[config.mk]
export PLATFORM = sky130hd
export DESIGN_NAME = eth_rx_cmd_filter
export DESIGN_NICKNAME = d
export VERILOG_FILES = /design/src/rtl/eth_rx_cmd_filter.sv
export SDC_FILE = /design/constraint.sdc
export NUM_CORES = 1
export LEC_CHECK = 0
export CAP_MARGIN = 15
export CORE_MARGIN = 5
export CORE_UTILIZATION = 35
export DETAILED_ROUTE_END_ITERATION = 10
export GPL_ROUTABILITY_DRIVEN = 0
export SLEW_MARGIN = 20
export SYNTH_ARGS = -nofsm -noshare
export SYNTH_HDL_FRONTEND = slang
export SYNTH_SLANG_ARGS = --single-unit
[constraint.sdc]
create_clock -name gtx_clk_bufg -period 5.1 [get_ports gtx_clk_bufg]
set_clock_uncertainty 0.1 [all_clocks]
set_input_delay 1.02 -clock gtx_clk_bufg [delete_from_list [all_inputs] [get_ports gtx_clk_bufg]]
set_output_delay 1.02 -clock gtx_clk_bufg [all_outputs]
set_load 0.01 [all_outputs]
[src/rtl/eth_rx_cmd_filter.sv]
// eth_rx_cmd_filter: strips the Ethernet header and forwards payload of frames addressed to this FPGA
module eth_rx_cmd_filter #(
  parameter logic [47:0] FPGA_MAC_ADDR    = 48'h5a0102030405,
  parameter bit          ACCEPT_BROADCAST = 1'b1,
  parameter int          CNT_WIDTH        = 16
) (
  input  logic                 gtx_clk_bufg,
  input  logic                 gtx_resetn,
  input  logic [7:0]           s_axis_tdata,
  input  logic                 s_axis_tvalid,
  input  logic                 s_axis_tlast,
  input  logic                 s_axis_tuser,
  output logic                 s_axis_tready,
  output logic [7:0]           m_axis_tdata,
  output logic                 m_axis_tvalid,
  output logic                 m_axis_tlast,
  output logic                 m_axis_tuser,
  input  logic                 m_axis_tready,
  output logic [47:0]          src_mac,
  output logic [15:0]          eth_len_type,
  output logic                 hdr_valid,
  output logic [CNT_WIDTH-1:0] frames_accepted,
  output logic [CNT_WIDTH-1:0] frames_dropped,
  output logic                 frame_error
);
  typedef enum logic [1:0] {HDR, PAYLOAD, DROP} state_t;
  state_t state_q, state_d;
  logic [3:0] idx;
  logic uc_m, bc_m;
  logic [47:0] src_sh;
  logic [7:0] lt_hi;
  logic [7:0] exp_byte;
  logic s_hs, in_hdr, hdr_last, match, load, drop_end;
  assign exp_byte = 8'(FPGA_MAC_ADDR >> (6'd40 - {idx[2:0], 3'b000}));
  assign s_axis_tready = gtx_resetn & ((state_q != PAYLOAD) | m_axis_tready | ~m_axis_tvalid);
  assign s_hs = s_axis_tvalid & s_axis_tready;
  assign in_hdr = state_q == HDR;
  assign hdr_last = s_hs & in_hdr & (idx == 4'd13) & ~s_axis_tlast;
  assign match = uc_m | (ACCEPT_BROADCAST & bc_m);
  assign load = s_hs & (state_q == PAYLOAD);
  assign drop_end = s_hs & s_axis_tlast & (state_q != PAYLOAD);
  // state register
  always_ff @(posedge gtx_clk_bufg or negedge gtx_resetn)
    if (!gtx_resetn) state_q <= HDR;
    else state_q <= state_d;
  // next state: header decides forward/drop, any tlast outside HDR returns to HDR
  always_comb begin
    state_d = state_q;
    if (hdr_last) state_d = match ? PAYLOAD : DROP;
    else if (s_hs & s_axis_tlast & ~in_hdr) state_d = HDR;
  end
  // header parsing: byte index, destination match flags and shadow registers
  always_ff @(posedge gtx_clk_bufg or negedge gtx_resetn)
    if (!gtx_resetn) begin
      idx <= '0;
      uc_m <= 1'b0;
      bc_m <= 1'b0;
      src_sh <= '0;
      lt_hi <= '0;
    end else if (s_hs & in_hdr) begin
      idx <= (s_axis_tlast | (idx == 4'd13)) ? 4'd0 : idx + 4'd1;
      if (idx < 4'd6) begin
        uc_m <= ((idx == 4'd0) | uc_m) & (s_axis_tdata == exp_byte);
        bc_m <= ((idx == 4'd0) | bc_m) & (s_axis_tdata == 8'hff);
      end else if (idx < 4'd12) src_sh <= {src_sh[39:0], s_axis_tdata};
      else if (idx == 4'd12) lt_hi <= s_axis_tdata;
    end
  // publish header fields of accepted frames with a one-cycle strobe
  always_ff @(posedge gtx_clk_bufg or negedge gtx_resetn)
    if (!gtx_resetn) begin
      hdr_valid <= 1'b0;
      src_mac <= '0;
      eth_len_type <= '0;
    end else begin
      hdr_valid <= hdr_last & match;
      if (hdr_last & match) begin
        src_mac <= src_sh;
        eth_len_type <= {lt_hi, s_axis_tdata};
      end
    end
  // single payload output register stage
  always_ff @(posedge gtx_clk_bufg or negedge gtx_resetn)
    if (!gtx_resetn) begin
      m_axis_tdata <= '0;
      m_axis_tvalid <= 1'b0;
      m_axis_tlast <= 1'b0;
      m_axis_tuser <= 1'b0;
    end else if (load) begin
      m_axis_tdata <= s_axis_tdata;
      m_axis_tvalid <= 1'b1;
      m_axis_tlast <= s_axis_tlast;
      m_axis_tuser <= s_axis_tuser & s_axis_tlast;
    end else if (m_axis_tready) m_axis_tvalid <= 1'b0;
  // saturating frame counters and error strobe
  always_ff @(posedge gtx_clk_bufg or negedge gtx_resetn)
    if (!gtx_resetn) begin
      frames_accepted <= '0;
      frames_dropped <= '0;
      frame_error <= 1'b0;
    end else begin
      frame_error <= load & s_axis_tlast & s_axis_tuser;
      if (load & s_axis_tlast & ~&frames_accepted) frames_accepted <= frames_accepted + CNT_WIDTH'(1);
      if (drop_end & ~&frames_dropped) frames_dropped <= frames_dropped + CNT_WIDTH'(1);
    end
endmodule

== After elaboration in Yosys (flattened, before gate mapping) ==
Cells that the tools add are included.
Word-level totals
  flip-flop bits (word level): 173
  latch bits: 0
  bits in writable memories: 0
  memory bits (read-only): 0
  input port bits: 14
  output and inout bits: 110
  word-level logic and storage cells: 74
  memories: 0
Operators by class
  add/sub/neg operators: 4
  multipliers: 0
  divide/modulo/power cells: 0
  order comparisons: 2
  equal/unequal tests: 6
  shift-type cells: 1
  mux-type cells: 6
  bitwise logic cells: 28
  reductions and logical operators: 11
Operator list (count)
  47-bit by 6-bit >> shifter with 8-bit output, first input constant: 1
  16-bit by 1-bit adder with 16-bit output, second input constant: 2
  16-bit AND reduction: 2
  1-bit bitwise AND: 17
  4-bit == test, second input constant: 2
  8-bit == test: 1
  8-bit == test, second input constant: 1
  2-bit 2-to-1 mux: 3
  1-bit OR: 6
  6-bit subtractor, first input constant: 1
  1-bit inverter: 5
  4-bit by 1-bit adder with 4-bit output, second input constant: 1
  4-bit zero test: 1
  4-bit by 3-bit less-than comparator with 1-bit output, second input constant: 1
  4-bit less-than comparator, second input constant: 1
  4-bit 2-to-1 mux: 1
  4-bit AND reduction: 1
  2-bit nonzero test: 2
  3-bit AND reduction: 1
  2-bit by 1-bit == test with 1-bit output, second input constant: 1
  1-bit zero test: 2
  2-bit zero test: 1
  1-bit 2-to-1 mux: 2
  2-bit by 1-bit != test with 1-bit output, second input constant: 1
  2-bit AND reduction: 1

== Depth between registers and ports, before layout ==
Gate-level depths: netlist of run 1.
  depth after elaboration: 9
  gate-level depth with buffers: 7
  gate-level depth less buffers: 6

== Worst setup path before layout of run 1 ==
OpenSTA, ideal clock, no wires.
  kind: in2out
  start: in m_axis_tready
  end: out s_axis_tready
  data arrival time: 1.524 ns
  required time: 3.980 ns
  setup slack: 2.456 ns
  stages on the path: 3
  buffers on the path: 0
  cell sequence: nand2b_1 -> inv_1 -> a21boi_0
Between the ends
  word-level cells in the longest chain between the ends: 3
RTL lines
  start: declaration: RTL line 18  | input logic m_axis_tready,
  1-bit OR (2 in series): RTL line 35  | assign s_axis_tready = gtx_resetn & ((state_q != PAYLOAD) | m_axis_tready | ~m_axis_tvalid);
  1-bit bitwise AND: RTL line 35
  end: declaration: RTL line 13  | output logic s_axis_tready,
Every way passes these cells.

== Worst setup path in the final report of run 1 ==
Same ends and word-level chain as after synthesis.

==> impl_metrics.json, run 1 <==
{
  "status": "finished clean",
  "synth_common_cells": "dfrtp_1, mux2_2, mux2_1",
  "grt_pass1_wl_um": 24870,
  "synth_compound_area_frac": 0.02840,
  "hold_violations": 0,
  "regArea_um2": 4329,
  "pwr-share-clk": 0.416,
  "max_slew_margin": 0.4920,
  "cts.path.max_buffers": 2,
  "synth_area_um2": 7049,
  "via_per_inst": 4.801,
  "netSwitchingPower_w": 0.0007482,
  "yosys.area.top_type": "dfrtp_1",
  "vias": 4326,
  "yosysWarningCount": 0,
  "setup_viol": 0,
  "cts_tree": "done",
  "clkTransAtPathRegs_ns": 0.06,
  "drc": 0,
  "grt_pass1_vias": 4628,
  "num_rows": 52,
  "finalMaxSlewViolations": 0,
  "ys_types": 49,
  "synth_area_leaders": "dfrtp_1, mux2_2, mux2_1, xnor2_1, xor2_1",
  "internal_power_w": 0.002461,
  "grt_usage": 0.1315,
  "synth_top_family_by_area": "multiplexers",
  "synth_simple_gate_area_frac": 0.07650,
  "ant_nets": 0,
  "critical_path_arrival_ns": 2.48,
  "n_antenna_cell": 0,
  "worstSetupEndpointType": "primary output",
  "syn_nets": 508,
  "hpwl_um": 10110,
  "root_buffer": "clkbuf_16",
  "syn-instance-count": 487,
  "antenna_found_initial": 0,
  "postLayoutCellArea_um2": 9159,
  "pwr-share-comb": 0.085,
  "cap_violations": 0,
  "cts_buffers": 17,
  "hold_buffers": 0,
  "tns_ns": 0,
  "multi_input_area_um2": 2566,
  "seq_area_frac_synth": 0.6141,
  "synth_top_area_share": 0.6141,
  "clk_latency_ns": 0.41,
  "ys_ff_latch": 173,
  "num_io_pins": 124,
  "p_sw_frac": 0.2331,
  "critPathKind": "in -> out",
  "die_h_um": 151.9,
  "syn2layout_area_growth_pct": 29.93,
  "drt_first_iter_violations": 193,
  "gr-total-overflow": 0,
  "seqPwrFrac": 0.499,
  "worst_pin_slew_ns": 0.7620,
  "numPortBuffers": 123,
  "hold_path_class": "reg -> reg",
  "fillers": 1825,
  "power_leakage_nw": 4.343,
  "start_kind": "input pin",
  "post-route-period-util": 0.7050,
  "dieWidth_um": 151.9,
  "ir_drop_mv": 0.2198,
  "post_synth_fa_ha_maj_area_fraction": 0.01242,
  "dieArea_um2": 23080,
  "crit_required_ns": 3.98,
  "synth_most_common_cell": "dfrtp_1",
  "nets": 639,
  "synth-xor-area-share": 0.03355,
  "wl_per_cell_um": 16.27,
  "synth_edf_count": 0,
  "grt_max_degree": 66,
  "initial_core_util": 0.3518,
  "fmax_mhz": 278.1,
  "cts.sinks": 173,
  "ys_async_sr_fraction": 1.000,
  "synthFlopType": "dfrtp_1",
  "muxShareOfSynthArea": 0.2123,
  "p_per_area_nw_per_um2": 350.4,
  "path_max_fanout": 6,
  "cts_resized": 0,
  "htree_num_levels": 4,
  "cts_setup_buffers": 0,
  "syn_area_per_cell_um2": 14.47,
  "min_period_ns": 3.596,
  "drt-pass1-iter-count": 4,
  "drive_above_1_share": 0.2250,
  "core_um2": 20040,
  "dpl_cell_area_um2": 8546,
  "rsz0062_at_grt": "no",
  "wirelength_um": 14660
}
==> path summary, 6_finish.rpt <==
| kind | start | endpoint | cells past startpoint | slack, ns |
|---|---|---|---|---|
| setup / recovery | m_axis_tready | s_axis_tready | 5 | 1.50 |
| hold / removal | src_mac[38] | src_mac[38] | 1 | 0.38 |
| setup reg to reg | idx[1] | src_mac[1] | 6 | 2.86 |
| hold reg to reg | src_mac[38] | src_mac[38] | 1 | 0.38 |
| max in group asynchronous | gtx_resetn | src_sh[34] | 2 | 3.26 |
| min in group asynchronous | gtx_resetn | src_mac[46] | 1 | 0.45 |
==> flip-flops by register name, summed over array words and instances, names as in the netlist <==
register,flops
m_axis_tlast,1
bc_m,1
lt_hi,8
src_mac,48
m_axis_tuser,1
m_axis_tdata,8
frames_accepted,16
uc_m,1
state_q,2
hdr_valid,1
eth_len_type,16
src_sh,48
idx,4
frames_dropped,16
frame_error,1
m_axis_tvalid,1
==> power by group through the flow <==
stage	sequential (W)	combinational [W]	clock, W
final	0.00160	0.000274	0.00133
after global routing	0.00162	0.000308	0.00144
after CTS	0.00160	0.000280	0.00138
after detailed placement	0.00163	0.000279	0
after global placement	0.00162	0.000269	0
after floorplan	0.00160	0.000154	0
==> stage by stage <==
stage / total power [W] / setup slack (ns) / utilization / hold WS (ns) / cells
floorplan: 0.001752 / 2.456 / - / 0.3585 / 487
global placement: 0.001890 / 1.526 / 0.4264 / 0.3681 / 869
detailed placement: 0.001907 / 1.525 / 0.4264 / 0.3731 / 869
CTS: 0.003265 / 1.509 / 0.4570 / 0.3875 / 901
global route: 0.003367 / 1.438 / 0.4570 / 0.4069 / 901
finish: 0.003209 / 1.504 / 0.4570 / 0.3832 / 901
==> critical path: stages <==
cell and delay (ns):
clkdlybuf4s50_1 0.45, nand2b_1 0.21, inv_1 0.06, a21boi_0 0.18, clkdlybuf4s50_1 0.57
==> logic make-up (layout without fill, tap and decap cells) <==
| kind of cell | after synthesis | count (layout) |
|---|---|---|
| XOR/XNOR | 27 | 27 |
| multiplexers | 133 | 133 |
| AO/OA/AOI/OAI | 29 | 29 |
| flip-flops | 173 | 173 |
| adder cells (fa/ha/maj) | 7 | 7 |
| buffers and inverters | 24 | 168 |
| AND/OR/NAND/NOR | 94 | 94 |
==> per-layer routing <==
metal | global-route usage | vias up | share of wire
met4 | 0.03596 | 0 | 0.0098
met2 | 0.2123 | 98 | 0.48
met1 | 0.1707 | 2211 | 0.46
met3 | 0.04408 | 14 | 0.052
li1 | - | 2003 | -
met5 | 0 | - | 0
==> cells in the final DEF (no fill, tap or decap), drive strengths merged, types with 5 or more instances in the layout <==
| cell type | n |
|---|---|
| nor3 | 7 |
| buf | 6 |
| nand3 | 11 |
| clkbuf | 24 |
| ha | 7 |
| mux2 | 132 |
| o21ai | 5 |
| nor2 | 15 |
| inv | 9 |
| nand4 | 13 |
| a21oi | 9 |
| xnor2 | 15 |
| dfrtp | 173 |
| clkdlybuf4s50 | 122 |
| xor2 | 12 |
| and3 | 11 |
| nand2 | 17 |
==> layout make-up <==
type / instances / share of cell area
Tap cell: 270 / 0.03689
Sequential cell: 173 / 0.4727
Inverter: 8 / 0.003279
Clock buffer: 24 / 0.05260
Timing Repair Buffer: 128 / 0.1400
Multi-Input combinational cell: 290 / 0.2802
Clock inverter: 8 / 0.01434
(Power assumes the default switching activity.)
==> inputs of run 2 (changes only) <==
==> constraint.sdc (replaced) <==
create_clock -name gtx_clk_bufg -period 3.2 [get_ports gtx_clk_bufg]
set_clock_uncertainty 0.1 [all_clocks]
set_input_delay 0.64 -clock gtx_clk_bufg [delete_from_list [all_inputs] [get_ports gtx_clk_bufg]]
set_output_delay 0.64 -clock gtx_clk_bufg [all_outputs]
set_load 0.01 [all_outputs]
==> run 2 against run 1 <==
Compared with the run above: non-clock buffer count grew 1; sequential power grew 60%; count of clock-buffer cells in the layout shrank 2; core utilization hardly changed; die area unchanged; register-to-register slack got worse by 1.9 ns; global-route usage is 0.35 points higher; routed wire length increased by 2.5%; clock power up 55%; sequential share of layout area about the same; largest power group unchanged; highest routed layer unchanged.
==> impl_metrics.json, run 2 (same netlist as run 1, synthesis figures left out) <==
{
  "place_ws_ns": 0.2862,
  "num_io_pins": 124,
  "pwr-share-clk": 0.408,
  "die_h_um": 151.9,
  "regArea_um2": 4329,
  "critPathKind": "in -> out",
  "dieWidth_um": 151.9,
  "slowest_stage": "dlygate4sd3_1",
  "rrSetupSlack_ns": 0.95,
  "cts_resized": 0,
  "power_leakage_nw": 4.345,
  "grt_pass1_vias": 4727,
  "seqPwrFrac": 0.506,
  "htree_num_levels": 4,
  "r2r_start": "idx[1]",
  "critical_path_arrival_ns": 2.30,
  "drive_above_1_share": 0.2294,
  "pwr-share-comb": 0.086,
  "gr-total-overflow": 0,
  "hold_violations": 0,
  "worst_pin_slew_ns": 0.9324,
  "drt_first_iter_violations": 184,
  "cts.path.max_buffers": 2,
  "num_rows": 52,
  "finalMaxSlewViolations": 0,
  "fmax_mhz": 329.2,
  "cp.depth": 4,
  "cap_violations": 0,
  "crit_end": "s_axis_tready",
  "internal_power_w": 0.003855,
  "syn2layout_area_growth_pct": 30.01,
  "drt-pass1-iter-count": 4,
  "core_um2": 20040,
  "vias": 4372,
  "largestRegisters": "src_mac x48, src_sh x48",
  "start_kind": "input pin",
  "p_per_area_nw_per_um2": 551.6,
  "via_per_inst": 4.847,
  "post-route-period-util": 0.9491,
  "post-route-util": 0.4574,
  "numPortBuffers": 123,
  "r2r_end": "src_mac[24]",
  "dieArea_um2": 23080,
  "mostFrequentLayoutCells": "dfrtp_1, clkdlybuf4s50_1, mux2_2",
  "cp_cell_sequence": "dlygate4sd3_1 > buf_6 > a21boi_0 > clkdlybuf4s50_1",
  "antenna_found_initial": 0,
  "crit_required_ns": 2.46,
  "setup_viol": 0,
  "wl_per_cell_um": 16.67,
  "initial_core_util": 0.3518,
  "worstSetupEndpointType": "primary output",
  "final_common_cell": "dfrtp_1",
  "nets": 640,
  "fin_ws_ns": 0.1628,
  "status": "finished clean",
  "grt_pass1_wl_um": 25400,
  "cts_tree": "done",
  "hold_buffers": 1,
  "startpoint": "gtx_resetn",
  "fillers": 1861,
  "n_antenna_cell": 0,
  "wirelength_um": 15030,
  "tns_ns": 0,
  "r2r_cells": 6,
  "p_sw_frac": 0.2375,
  "hpwl_um": 10340,
  "crit_family": "buffers and inverters",
  "path_max_fanout": 13,
  "cts_buffers": 17,
  "power_w": 0.005056,
  "netSwitchingPower_w": 0.001201,
  "max_slew_margin": 0.3784,
  "hold_path_class": "reg -> reg",
  "rsz0062_at_grt": "no",
  "drc": 0,
  "worstPathBufferInverterCount": 3,
  "ir_drop_mv": 0.4088,
  "max_stage_delay_ns": 0.59,
  "cts_setup_buffers": 0,
  "root_buffer": "clkbuf_16",
  "grt_max_degree": 74,
  "clk_latency_ns": 0.42,
  "cts.sinks": 173,
  "grt_usage": 0.1350,
  "clkTransAtPathRegs_ns": 0.06,
  "multi_input_area_um2": 2566,
  "whs_ns": 0.3837,
  "min_period_ns": 3.037,
  "ant_nets": 0
}
==> run 2: power groups by stage <==
stage               clock (W)  combinational, W  sequential, W
floorplan                   0          0.000246        0.00255
detailed placement          0          0.000445        0.00260
global placement            0          0.000432        0.00259
finish                0.00206          0.000437        0.00256
CTS                   0.00212          0.000448        0.00256
global route          0.00222          0.000490        0.00259
==> run 2: worst min path at each step <==
| stage | from | endpoint | slack (ns) | depth (start not counted) |
|---|---|---|---|---|
| after floorplan | gtx_resetn | bc_m | 0.24 | 0 |
| after global placement | gtx_resetn | frames_dropped[9] | 0.36 | 1 |
| after detailed placement | gtx_resetn | m_axis_tdata[7] | 0.36 | 1 |
| after CTS | src_mac[39] | src_mac[39] | 0.39 | 1 |
| after global routing | src_mac[43] | src_mac[43] | 0.41 | 1 |
| final | src_mac[39] | src_mac[39] | 0.38 | 1 |
==> run 2: metal layers <==
| layer | track usage | vias to the layer above | part of all wire | wire length, µm |
|---|---|---|---|---|
| met2 | 0.2185 | 104 | 0.49 | 7295 |
| met3 | 0.04437 | 14 | 0.049 | 739 |
| met1 | 0.1764 | 2251 | 0.46 | 6843 |
| li1 | - | 2003 | - | - |
| met4 | 0.03425 | 0 | 0.010 | 154 |
| met5 | 0 | - | 0 | 0 |
==> run 2: final cells by class <==
| cell class | instances | area share |
|---|---|---|
| Clock buffer | 22 | 0.05283 |
| Timing Repair Buffer | 129 | 0.1424 |
| Tap cell | 270 | 0.03686 |
| Sequential cell | 173 | 0.4724 |
| Multi-Input combinational cell | 290 | 0.2800 |
| Inverter | 8 | 0.003276 |
| Clock inverter | 10 | 0.01229 |
==> run 2: stage by stage <==
stage / area [µm²] / cells
after floorplan: 7049 / 487
after global placement: 8558 / 869
after detailed placement: 8558 / 869
after CTS: 9165 / 902
after global routing: 9165 / 902
final: 9165 / 902
==> run 2: worst reg2reg max path: cells and delay by family (launching register included) <==
kind	cells	cell delay [ns]
adder cells (fa/ha/maj)	1	0.23
flip-flops	1	0.46
multiplexers	1	0.46
AND/OR/NAND/NOR	2	0.38
buffers and inverters	2	0.51
